[src/rtl/mem_port_arbiter_pkg.sv]
// mem_port_arbiter_pkg: arbiter state and port-id encodings shared by the arbiter files
package mem_port_arbiter_pkg;
  typedef enum logic [1:0] {ARB_IDLE, ARB_ISSUE, ARB_WAIT} arb_state_t;
  localparam logic PORT_I = 1'b0;
  localparam logic PORT_D = 1'b1;
endpackage

[src/rtl/mem_port_arbiter_rr_pick2.sv]
// rr_pick2: combinational 2-way round-robin picker, the port not granted last wins a tie
module rr_pick2
  import mem_port_arbiter_pkg::*;
(
  input  logic [1:0] req,
  input  logic       last,
  output logic [1:0] grant,
  output logic       grant_id
);
  always_comb begin
    grant_id = (&req) ? ~last : req[PORT_D];
    grant = (|req) ? (grant_id ? 2'b10 : 2'b01) : 2'b00;
  end
endmodule

[src/rtl/mem_port_arbiter.sv]
// mem_port_arbiter: shares one line-wide DataMemory between the I-side and D-side caches
module mem_port_arbiter
  import mem_port_arbiter_pkg::*;
#(
  parameter int LINE_SIZE = 16,
  parameter int ADDR_WIDTH = 32,
  localparam int LINE_BITS = LINE_SIZE * 8
) (
  input  logic                  clk,
  input  logic                  reset,
  input  logic                  i_req_valid,
  input  logic [ADDR_WIDTH-1:0] i_req_addr,
  input  logic                  i_req_read,
  input  logic                  i_req_write,
  input  logic [LINE_BITS-1:0]  i_req_din,
  output logic                  i_req_ready,
  output logic                  i_resp_valid,
  input  logic                  d_req_valid,
  input  logic [ADDR_WIDTH-1:0] d_req_addr,
  input  logic                  d_req_read,
  input  logic                  d_req_write,
  input  logic [LINE_BITS-1:0]  d_req_din,
  output logic                  d_req_ready,
  output logic                  d_resp_valid,
  output logic [LINE_BITS-1:0]  resp_dout,
  output logic                  mem_in_valid,
  output logic [ADDR_WIDTH-1:0] mem_addr,
  output logic                  mem_read,
  output logic                  mem_write,
  output logic [LINE_BITS-1:0]  mem_din,
  input  logic                  mem_out_valid,
  input  logic [LINE_BITS-1:0]  mem_dout,
  input  logic                  mem_ready
);
  arb_state_t state, state_n;
  logic last_grant, owner, lat_write, lat_read, seen_busy;
  logic [ADDR_WIDTH-1:0] lat_addr;
  logic [LINE_BITS-1:0] lat_din;
  logic [1:0] grant;
  logic grant_id, accept, done, busy, win_write, win_read;
  rr_pick2 u_pick (
    .req     ({d_req_valid, i_req_valid}),
    .last    (last_grant),
    .grant   (grant),
    .grant_id(grant_id)
  );
  always_comb begin
    accept = !reset && state == ARB_IDLE && mem_ready && |grant;
    done = state == ARB_WAIT && (lat_write ? mem_ready && seen_busy : mem_out_valid);
    busy = state != ARB_IDLE;
    win_write = grant_id ? d_req_write : i_req_write;
    win_read = (grant_id ? d_req_read : i_req_read) | ~win_write;
    state_n = state;
    state_n = accept ? ARB_ISSUE : state == ARB_ISSUE ? ARB_WAIT : done ? ARB_IDLE : state;
    i_req_ready = accept && grant_id == PORT_I;
    d_req_ready = accept && grant_id == PORT_D;
    i_resp_valid = done && owner == PORT_I;
    d_resp_valid = done && owner == PORT_D;
    resp_dout = (done && !lat_write) ? mem_dout : '0;
    mem_in_valid = state == ARB_ISSUE;
    mem_addr = busy ? lat_addr : '0;
    mem_read = busy && lat_read && !lat_write;
    mem_write = busy && lat_write;
    mem_din = busy ? lat_din : '0;
  end
  always_ff @(posedge clk or posedge reset) begin
    if (reset) state <= ARB_IDLE;
    else state <= state_n;
  end
  always_ff @(posedge clk or posedge reset) begin
    if (reset) begin
      last_grant <= PORT_I;
      owner <= PORT_I;
      lat_addr <= '0;
      lat_din <= '0;
      lat_write <= 1'b0;
      lat_read <= 1'b0;
      seen_busy <= 1'b0;
    end else if (accept) begin
      last_grant <= grant_id;
      owner <= grant_id;
      lat_addr <= grant_id ? d_req_addr : i_req_addr;
      lat_din <= grant_id ? d_req_din : i_req_din;
      lat_write <= win_write;
      lat_read <= win_read;
      seen_busy <= 1'b0;
    end else if (state == ARB_WAIT && lat_write) begin
      seen_busy <= done ? 1'b0 : seen_busy | ~mem_ready;
    end
  end
endmodule

[config.mk]
export PLATFORM = sky130hd
export DESIGN_NAME = mem_port_arbiter
export DESIGN_NICKNAME = d
export VERILOG_FILES = /design/src/rtl/mem_port_arbiter_pkg.sv /design/src/rtl/mem_port_arbiter_rr_pick2.sv /design/src/rtl/mem_port_arbiter.sv
export SDC_FILE = /design/constraint.sdc
export NUM_CORES = 1
export LEC_CHECK = 0
export BUFFER_PORTS_ARGS = -buffer_cell sky130_fd_sc_hd__buf_2
export CAP_MARGIN = 10
export CORE_AREA = 2 2 297 299
export CTS_CLUSTER_SIZE = 28
export DETAILED_ROUTE_END_ITERATION = 8
export DIE_AREA = 0 0 299 301
export PLACE_DENSITY_LB_ADDON = 0.2
export SLEW_MARGIN = 20
export SYNTH_ARGS = -nofsm -noshare
export SYNTH_HDL_FRONTEND = slang
export SYNTH_SLANG_ARGS = --single-unit
[constraint.sdc]
create_clock -name clk -period 5.4 [get_ports clk]
set_input_delay 0.27 -clock clk [delete_from_list [all_inputs] [get_ports clk]]
set_output_delay 0.27 -clock clk [all_outputs]
set_load 0.02 [all_outputs]
Yosys cells after proc, flatten, opt, wreduce, memory -nomap -nowiden

Index checks and enable logic that the tools add are counted.

Register bits: 166
Output and inout bits: 295
Logic and storage cells: 55

Eq/ne operators: 2
Muxes and demuxes: 17
Bitwise logic cells: 6
Reductions and logical operators: 23

Operators by type and width:

| operator           | number |
|---|---|
| $mux 128           | 3 |
| $mux 32            | 2 |
| $logic_and 1x1->1  | 14 |
| $mux 2             | 5 |
| $mux 1             | 7 |
| $not 1->1          | 4 |
| $reduce_bool 2->1  | 2 |
| $reduce_or 2->1    | 2 |
| $reduce_bool 3->1  | 1 |
| $eq 2x1->1 const B | 1 |
| $eq 2x2->1 const B | 1 |
| $logic_not 1->1    | 2 |
| $logic_not 2->1    | 1 |
| $or 1x1->1         | 2 |
| $reduce_and 2->1   | 1 |

Longest topological paths before layout

Gate-level depths: netlist of the first run.

Word-level depth: 7
Mapped depth: 5
Mapped depth without buffers: 3

Hierarchy

A second synthesis of the first run with hierarchy kept.

Cell total of the unflattened synthesis: 875
Area, all modules: 10612.7 um^2

By module, submodules not included:

| module           | times used | cells an instance | area an instance (um^2) | seq. area each (um^2) |
|---|---|---|---|---|
| mem_port_arbiter | 1          | 871               | 10586.4                 | 4154.0 |
| rr_pick2         | 1          | 4                 | 26.3                    | 0.0 |

Worst setup path before layout of the first run

OpenSTA, ideal clock, no wires.

Path kind: input -> output
Start: input port reset
End: output port d_req_ready
Data arrival time: 4889 ps
Setup slack: 241 ps
Stages: 5
Cell sequence: inv_1 > o2111a_1 > buf_4 > buf_4 > and2_1

Word-level cells in the longest chain between the ends: 5

RTL lines:

| element                          | line                   | text |
|---|---|---|
| start, declared                  | mem_port_arbiter.sv:10 | `input logic reset,` |
| $logic_not 1->1 (no source line) | n/a                    |  |
| $logic_and 1x1->1 (3 in a row)   | mem_port_arbiter.sv:48 | `accept = !reset && state == ARB_IDLE && mem_ready && \|grant;` |
| $logic_and 1x1->1                | mem_port_arbiter.sv:56 | `d_req_ready = accept && grant_id == PORT_D;` |
| end, declared                    | mem_port_arbiter.sv:23 | `output logic d_req_ready,` |

Every way passes these cells.

Worst setup path in the final report of the first run

Start: register state[0]
End: output port mem_addr[29]

Word-level cells in the longest chain between the ends: 2

RTL lines:

| element                | line                   | text |
|---|---|---|
| start, declared        | mem_port_arbiter.sv:35 | `arb_state_t state, state_n;` |
| start signal, assigned | mem_port_arbiter.sv:68 | `else state <= state_n;` |
| $reduce_bool 2->1      | mem_port_arbiter.sv:50 | `busy = state != ARB_IDLE;` |
| $mux 32                | mem_port_arbiter.sv:61 | `mem_addr = busy ? lat_addr : '0;` |
| end, declared          | mem_port_arbiter.sv:27 | `output logic [ADDR_WIDTH-1:0] mem_addr,` |

Every way passes these cells.

==> results.toml, run 1 <==
[run_status]
status = "finished, final reports clean"

[timing]
rsz0062_at_grt = "no"
hold_ws_ns = 0.0738
fmax_mhz = 324
finClkSkew_ns = 0.0132
relSlewSlack_pct = 34.7
tightest_slew_ns = 0.979
fin_crit_sh_pct = 57.1
setup-tns-final_ns = 0
setup_viol = 0
setup_ws_ns = 2.32
finalCriticalPeriod_ns = 3.08
hold_violations = 0
drv_slew = 0

[detailed_routing]
vias = 9535
drt_pass1_iterations = 4
ant_nets = 0
drt_wl_total_um = 59600
drc = 0
viasPerCell = 3.44
drtIter0Drc = 266
wire_per_inst_um = 21.5

[logic_synthesis]
synth-seq-cells = 166
ys_seq_area_share_pct = 40.7
synth.distinct_cells = 21
synth.net_count = 1330
syn_area_per_cell_um2 = 11.7
yosys_warnings = 0
netlist_area_um2 = 10200
synth_cells = 872

[setup_path]
cp_common_cell = "buf_4"
cpLargestDelayFamily = "buffers and inverters"
critPathKind = "reg -> out"
crit_required_ns = 5.13
critical_path_buf_inv_count = 3
crit_chain = "nor2_4 -> buf_4 -> buf_4 -> nor2b_1 -> buf_2"
cp-start-kind = "flip-flop"
critical_path.max_stage_delay_ns = 0.59
critPathCaptureType = "output port"
cp_slowest_cell = "buf_4"
critPathMaxFanout = 53
cp.arrival_ns = 2.81

[layout]
fill_cells = 9840
area_delta_synth_final_pct = 54.6
drive_above_1_share_pct = 63.7
finish.net_count = 2049
finalCoreUtilization_pct = 18.3

[power_and_ir_drop]
leakagePower_nw = 7.70
intPower_mw = 4.28
power_density_nw_per_um2 = 500
clockPowerShare_pct = 16.5
vdd_drop_max_uv = 211
seqPwrFrac_pct = 27.8
combPwrFrac_pct = 55.6
power_switching_mw = 3.60
switching_share_pct = 45.7

[cts]
clockBufferDepth = 2
cts_tree = "built"
cts_max_level = 4
path_clk_slew_ns = 0.08
clk_latency_ns = 0.47
clockRootBuffer = "clkbuf_16"
clock-sinks = 166
cts-buffers-inserted = 17

[floorplan]
start_util_pct = 11.8
io_pins = 753
die_h_um = 301
core_um2 = 86500
die_x_um = 299
core.rowCount = 108
die-area_um2 = 90000

[grt]
grt_pass1_wl_um = 78700
grt_overflow = 0
grt_pass1_vias = 10200
grt_max_degree = 129
grtUsageTotal_pct = 12.8
antenna_found_initial = 28

[placement]
pre_cts_slack_ns = 2.54
detailed_place_hpwl_um = 50000
port-buffer-count = 752
place_congestion = 0.934

[worst_hold_path]
min_path_type = "in -> reg"

[job]
cap_violations = 0
## metal layers
layer,GRT usage (%),wire length (um)
met1,11.2,18700
met2,26.6,35100
met3,3.73,3810
met4,4.92,1860
met5,0,56
## worst paths after layout
| kind | start | end | slack (ns) | depth (start not counted) |
|---|---|---|---|---|
| worst max-delay path | state[0]$_DFFE_PP0P_ | mem_addr[29] | 2.32 | 5 |
| worst min-delay path | mem_ready | seen_busy$_DFFE_PP0P_ | 0.07 | 2 |
| worst max register to register | state[0]$_DFFE_PP0P_ | lat_din[124]$_DFFE_PP0P_ | 2.58 | 4 |
| worst min register to register | lat_din[25]$_DFFE_PP0P_ | lat_din[25]$_DFFE_PP0P_ | 0.50 | 1 |
| max in group asynchronous | reset | lat_din[28]$_DFFE_PP0P_ | 3.39 | 5 |
| min in group asynchronous | reset | lat_addr[2]$_DFFE_PP0P_ | 0.34 | 3 |
## worst register-to-register path, stage by stage (launching register included)
cell and delay (ns):
dfrtp_1 0.44, nor2_4 0.45, o2111a_4 0.95, buf_12 0.41, mux2_2 0.46
## Yosys cell counts
library cell / instances / area share [%]
nor3b_1: 1 / 0.074
nand3_1: 1 / 0.049
dfrtp_1: 166 / 41
buf_4: 16 / 1.2
nor2_1: 4 / 0.15
buf_2: 4 / 0.20
mux2_1: 107 / 12
mux2i_1: 1 / 0.098
a21boi_2: 1 / 0.11
clkbuf_1: 31 / 1.1
mux2_2: 217 / 24
o2111ai_1: 1 / 0.086
a21oi_1: 2 / 0.098
o2111a_1: 1 / 0.11
nor2b_1: 166 / 10
inv_1: 1 / 0.037
nand2_1: 2 / 0.074
a311oi_1: 1 / 0.086
nand2b_1: 2 / 0.12
and2_1: 130 / 8.0
buf_6: 17 / 1.9
## flip-flops by register name (all words and copies together), names as in the netlist
name       count
lat_din      128
lat_read       1
owner          1
lat_write      1
state          2
seen_busy      1
lat_addr      32
## power groups by stage
stage / logic, mW / clock network (mW) / registers, mW
floorplan: 2.89 / 0 / 2.08
global placement: 4.51 / 0 / 2.22
detailed placement: 4.51 / 0 / 2.22
CTS: 4.53 / 1.38 / 2.21
global route: 4.73 / 1.42 / 2.29
finish: 4.39 / 1.30 / 2.19
## stage by stage
step	instances	power, mW	instance area (um^2)
6_report	2768	7.89	15800
4_1_cts	2759	8.12	15800
2_1_floorplan	872	4.97	10200
3_3_place_gp	2726	6.73	15200
5_1_grt	2764	8.44	15800
3_5_place_dp	2726	6.73	15200
## kinds of logic after synthesis
kind of cell	count (synthesis)	share of synthesized area, %
compound gates	6	0.490
simple gates	306	18.6
buf+inv	69	4.42
mux	325	35.8
flops	166	40.7
## cells in the final DEF (no fill, tap or decap), types with 2 or more instances in the layout
cell / instances
buf_2: 752
nor2_1: 2
inv_8: 5
nor2_4: 2
and2_1: 130
mux2_1: 107
a21oi_1: 2
nand2b_1: 2
dfrtp_1: 166
inv_6: 5
buf_4: 11
nand2_1: 2
buf_12: 3
nor2b_1: 166
diode_2: 9
mux2_2: 217
clkinvlp_4: 3
clkbuf_16: 17
## area by class of cell
class	count	area, um^2	area share [%]
Clock inverter	15	163	1.03
Tap cell	1155	1450	9.15
Antenna cell	9	22.5	0.143
Timing Repair Buffer	768	3930	24.9
Multi-Input combinational cell	637	5640	35.7
Sequential cell	166	4150	26.3
Inverter	1	11.3	0.0713
Clock buffer	17	425	2.69
## repair_timing
item                                   CTS  global route
buffers inserted                         0             0
endpoints found under the hold margin   49             0
gates resized for setup                  0             0
hold buffers                             1             0
(Power assumes the default switching activity.)
==> run 2, diff against run 1 <==
Settings changed: CORE_AREA 2 2 297 299 to 2 2 295 297, DIE_AREA 0 0 299 301 to 0 0 297 299.
Clock period 5.4 ns to 2.5 ns, I/O delays scaled along.
==> results.toml, run 2 (synthesis gave the netlist of run 1 again) <==
[setup_path]
rrSetupSlack_ns = 0.09
crit_cells = 7
timing.rr.start = "owner$_DFFE_PP0P_"
crit_chain = "a21boi_4 -> buf_4 -> buf_12 -> buf_4 -> mux2_2 -> dlygate4sd3_1 -> mux2_2"
cp-endpoint = "lat_din[70]$_DFFE_PP0P_"
critPathKind = "reg -> reg"
cp.arrival_ns = 2.76
cp-start-kind = "flip-flop"
critPathMaxFanout = 20
cpLargestDelayFamily = "buffers and inverters"
crit_required_ns = 2.85
critPathLaunch = "owner$_DFFE_PP0P_"
worst_r2r_endpoint = "lat_din[70]$_DFFE_PP0P_"
r2r_cells = 7
critical_path.max_stage_delay_ns = 0.56
critPathCaptureType = "flip-flop"
cp_slowest_cell = "dlygate4sd3_1"
critical_path_buf_inv_count = 4

[layout]
largest_reg_flops = 128
finish.net_count = 2382
finalCoreUtilization_pct = 22.4
reg.largest.list = "lat_din: 128 flops, lat_addr: 32 flops, state: 2 flops"
regMostFlops = "lat_din"
fill_cells = 9502
drive_above_1_share_pct = 53.7
area_delta_synth_final_pct = 88.1
layout_common_cells = "buf_2 (752), dlygate4sd3_1 (316), mux2_2 (217)"
final_common_cell = "buf_2"

[placement]
place_congestion = 1.05
pre_cts_slack_ns = 0.497
detailed_place_hpwl_um = 47600
port-buffer-count = 752

[cts]
cts-buffers-inserted = 17
cts_tree = "built"
clock-sinks = 166
cts_max_level = 4
path_clk_slew_ns = 0.08
clk_latency_ns = 0.47
clockRootBuffer = "clkbuf_16"
clockBufferDepth = 2

[grt]
grtUsageMet3_pct = 5.26
grt_pass1_wl_um = 82000
grt_pass1_vias = 11600
busiest_layer = "met2"
grt_max_degree = 88
antenna_found_initial = 31
grt_overflow = 0
grt_util_met1_pct = 11.8
grtUsageTotal_pct = 12.9
grt_use_met2_pct = 25.6

[timing]
relSlewSlack_pct = 52.2
tightest_slew_ns = 0.718
fin_crit_sh_pct = 96.4
fmax_mhz = 415
setup_viol = 0
hold_violations = 0
finalCriticalPeriod_ns = 2.41
drv_slew = 0
setup_ws_ns = 0.0895
finClkSkew_ns = 0.0204

[floorplan]
core_um2 = 85900
die_x_um = 297
die-area_um2 = 88800
core.rowCount = 108
start_util_pct = 11.9
io_pins = 753
die_h_um = 299

[detailed_routing]
wire_per_inst_um = 19.4
vias = 10800
drt_pass1_iterations = 4
drc = 0
viasPerCell = 3.48
ant_nets = 0
drt_wl_total_um = 60000
drtIter0Drc = 345

[run_status]
status = "finished, final reports clean"

[power_and_ir_drop]
p_total_mw = 17.8
vdd_drop_max_uv = 453
power_density_nw_per_um2 = 929
leakagePower_nw = 9.16

[worst_hold_path]
min_path_type = "in -> reg"

[job]
cap_violations = 0
run 2: worst min path at each step:
stage / start / to / slack (ns) / cells after the start
finish: i_req_din[58] / lat_din[58]$_DFFE_PP0P_ / 0.07 / 3
global route: d_req_din[103] / lat_din[103]$_DFFE_PP0P_ / 0.03 / 3
CTS: i_req_din[58] / lat_din[58]$_DFFE_PP0P_ / 0.0006 / 3
detailed placement: mem_ready / seen_busy$_DFFE_PP0P_ / 0.43 / 2
global placement: mem_ready / seen_busy$_DFFE_PP0P_ / 0.41 / 2
floorplan: mem_ready / seen_busy$_DFFE_PP0P_ / 0.23 / 1
run 2: power breakdown:
part	total (mW)	switching [mW]	internal [mW]
Clock	2.89	1.33	1.56
Sequential	4.67	0.624	4.04
Combinational	10.3	5.86	4.43
run 2: layout make-up:
cell class                 count  area, um^2  area share (%)
antenna                        4        10.0          0.0521
clock inverter                13         163           0.847
multi-input combinational    637        5650            29.4
timing repair buffer        1101        7340            38.2
tap                         1155        1450            7.52
inverter                       1        7.51          0.0391
clock buffer                  19         453            2.36
sequential                   166        4150            21.6
run 2: worst reg2reg max path, cell delays in order (launching register included):
cell and delay, ns:
dfrtp_1 0.44, a21boi_4 0.15, buf_4 0.17, buf_12 0.18, buf_4 0.20, mux2_2 0.33, dlygate4sd3_1 0.56, mux2_2 0.26
run 2: what timing repair did:
item,CTS,global route
cloned,0,2
resized for setup,1,4
hold buffers,316,0
endpoints found under the setup margin,3,33
pin swaps,0,1
hold endpoints to repair,180,0
buffers inserted,0,3
run 2: through the flow:
step	instances	hold WS, ns	setup TNS, ns	area [um^2]
global route	3094	0.0325	-0.00532	19200
finish	3096	0.0715	0	19200
detailed placement	2739	0.426	0	15300
CTS	3087	0.000649	0	19100
floorplan	872	0.234	-198.33	10300
global placement	2739	0.405	0	15300
run 2: metal layers:
metal	routed length, um	part of all wire, %
met1	19900	33
met2	33400	56
met3	4880	8.1
met4	1570	2.6
met5	210	0.35
==> run 3, diff against run 2 <==
Settings changed: CORE_AREA 2 2 295 297 to 2 2 297 299, DIE_AREA 0 0 297 299 to 0 0 299 301, SYNTH_HIERARCHICAL set to 1.
==> results.toml, run 3 <==
[detailed_routing]
drc = 0
drtIter0Drc = 342
wire_per_inst_um = 19.6
vias = 10600
drt_pass1_iterations = 4
viasPerCell = 3.44
ant_nets = 0
drt_wl_total_um = 60700

[timing]
finalCriticalPeriod_ns = 2.43
tightest_slew_ns = 0.747
setup_viol = 0
drv_slew = 0
relSlewSlack_pct = 50.2
setup_ws_ns = 0.0671
fmax_mhz = 411
fin_crit_sh_pct = 97.3
hold_violations = 0
rsz0062_at_grt = "yes"
finClkSkew_ns = 0.0167

[logic_synthesis]
netlist_area_um2 = 10600
synth-seq-cells = 166
synth_edf_count = 0
synth_cells = 875
yosysTopAreaCell = "dfrtp_1"
syn_area_per_cell_um2 = 12.1
yosys_warnings = 6
synthTopCellsByCount = "mux2_2 (202), dfrtp_1 (166), nor2b_1 (165), and2_1 (130), mux2_4 (120)"
yosys-top-cells-area = "dfrtp_1 (39%), mux2_2 (21%), mux2_4 (17%)"
synth.distinct_cells = 23
synth.net_count = 1333
synthArstFlopShare_pct = 100
ys_seq_area_share_pct = 39.1
yosysTopAreaCellShare_pct = 39.1
synth.most_common_cell = "mux2_2"
synthFlopType = "dfrtp_1"

[layout]
finish.net_count = 2375
fill_cells = 9453
area_delta_synth_final_pct = 84.6
final_common_cell = "buf_2"
layout_common_cells = "buf_2 (751), dlygate4sd3_1 (302), mux2_2 (202)"
seqCellArea_um2 = 4160
finalCoreUtilization_pct = 22.7
reg.largest.list = "lat_din: 128 flops, lat_addr: 32 flops, state: 2 flops"
regMostFlops = "lat_din"
multi_input_area_um2 = 6090
drive_above_1_share_pct = 59.7
largest_reg_flops = 128

[power_and_ir_drop]
vdd_drop_max_uv = 471
leakagePower_nw = 9.53
power_switching_mw = 7.84
combPwrFrac_pct = 59.2
power_density_nw_per_um2 = 933
clockPowerShare_pct = 14.9
p_total_mw = 18.3
seqPwrFrac_pct = 25.9
switching_share_pct = 42.9
intPower_mw = 10.4

[placement]
place_congestion = 0.979
port-buffer-count = 752
detailed_place_hpwl_um = 46600
pre_cts_slack_ns = 0.485

[grt]
antenna_found_initial = 17
grtUsageTotal_pct = 12.4
grt_pass1_vias = 11400
grt_overflow = 0
grt_max_degree = 96
grt_pass1_wl_um = 80000

[cts]
clockRootBuffer = "clkbuf_16"
clk_latency_ns = 0.48
cts-buffers-inserted = 17
clock-sinks = 166
cts_tree = "built"
cts_max_level = 4
path_clk_slew_ns = 0.08
clockBufferDepth = 2

[run_status]
status = "finished, final reports clean"

[setup_path]
critPathCaptureType = "flip-flop"
rrSetupSlack_ns = 0.07
critPathMaxFanout = 22
critPathKind = "reg -> reg"
crit_required_ns = 2.87
cp.arrival_ns = 2.80
cp-start-kind = "flip-flop"

[floorplan]
core.rowCount = 108
die_h_um = 301
die-area_um2 = 90000
core_um2 = 86500
start_util_pct = 12.3
die_x_um = 299
io_pins = 753

[worst_hold_path]
min_path_type = "in -> reg"

[job]
cap_violations = 0
-- run 3: cell count changes after synthesis, moves of 2 or more --
cell      before  now
mux2_4         0  120
mux2_1       107    0
mux2_2       217  202
buf_4         16    3
buf_2          4   12
clkbuf_1      31   39
a21boi_1       0    3
buf_6         17   14
inv_1          1    3
-- run 3: path summary, 6_finish.rpt --
path / cells after the start / end / start
max: 6 / lat_din[95]$_DFFE_PP0P_ / owner$_DFFE_PP0P_
max in group asynchronous: 5 / lat_din[67]$_DFFE_PP0P_ / reset
min: 3 / lat_din[84]$_DFFE_PP0P_ / i_req_din[84]
min reg2reg: 1 / lat_din[28]$_DFFE_PP0P_ / lat_din[28]$_DFFE_PP0P_
max reg2reg: 6 / lat_din[95]$_DFFE_PP0P_ / owner$_DFFE_PP0P_
min in group asynchronous: 4 / lat_din[9]$_DFFE_PP0P_ / reset
-- run 3: worst max-delay path, cell delays in order, from the launching register on --
cell and delay [ns]:
dfrtp_1 0.46, a21boi_4 0.20, buf_12 0.17, buf_6 0.26
mux2_2 0.38, dlygate4sd3_1 0.58, mux2_4 0.26
-- run 3: layout make-up --
class	instances	area share (%)
repair buffers	1092	37.3
diodes	7	0.0894
inverters	3	0.0766
clock inverters	15	0.715
well taps	1155	7.38
flip-flops and latches	166	21.2
multi-input cells	637	31.1
clock buffers	17	2.17
-- run 3: stage by stage --
step	cell area [um^2]	TNS, ns	hold WS, ns	cells
floorplan	10600	-203.91	0.234	875
finish	19600	0	0.0425	3092
global placement	15800	0	0.258	2741
CTS	19400	0	0.0000440	3077
global route	19600	-0.00533	0.00175	3090
detailed placement	15800	0	0.267	2741
-- run 3: repair_timing --
item,4_1_cts,5_1_grt
gates cloned,1,5
hold buffers,301,1
pin swaps,1,1
setup endpoints to repair,42,111
gates resized for setup,3,12
setup buffers,2,2
hold endpoints to repair,178,1
-- run 3: power groups by stage --
stage	Combinational, mW	Clock (mW)	Sequential (mW)
2_1_floorplan	6.75	0	4.53
3_3_place_gp	10.2	0	4.77
3_5_place_dp	10.2	0	4.75
4_1_cts	10.9	2.92	4.73
5_1_grt	11.6	3.01	4.91
6_report	10.8	2.72	4.73
-- run 3: routing by layer --
layer  global-route usage, %  up-vias  share of wire, %  routed length [um]
met1                    11.5     5066                34               20700
met4                    5.76       28               3.9                2340
li1                        -     5020                 -                   -
met2                    24.2      432                55               33300
met5                       0        -              0.36                 220
met3                    4.24       78               6.8                4130
-- run 3: kinds of logic after synthesis --
| group | after synthesis | synth area share [%] |
|---|---|---|
| compound gates | 9 | 0.625 |
| buf+inv | 72 | 3.89 |
| flops | 166 | 39.1 |
| mux | 323 | 38.5 |
| simple gates | 305 | 17.8 |
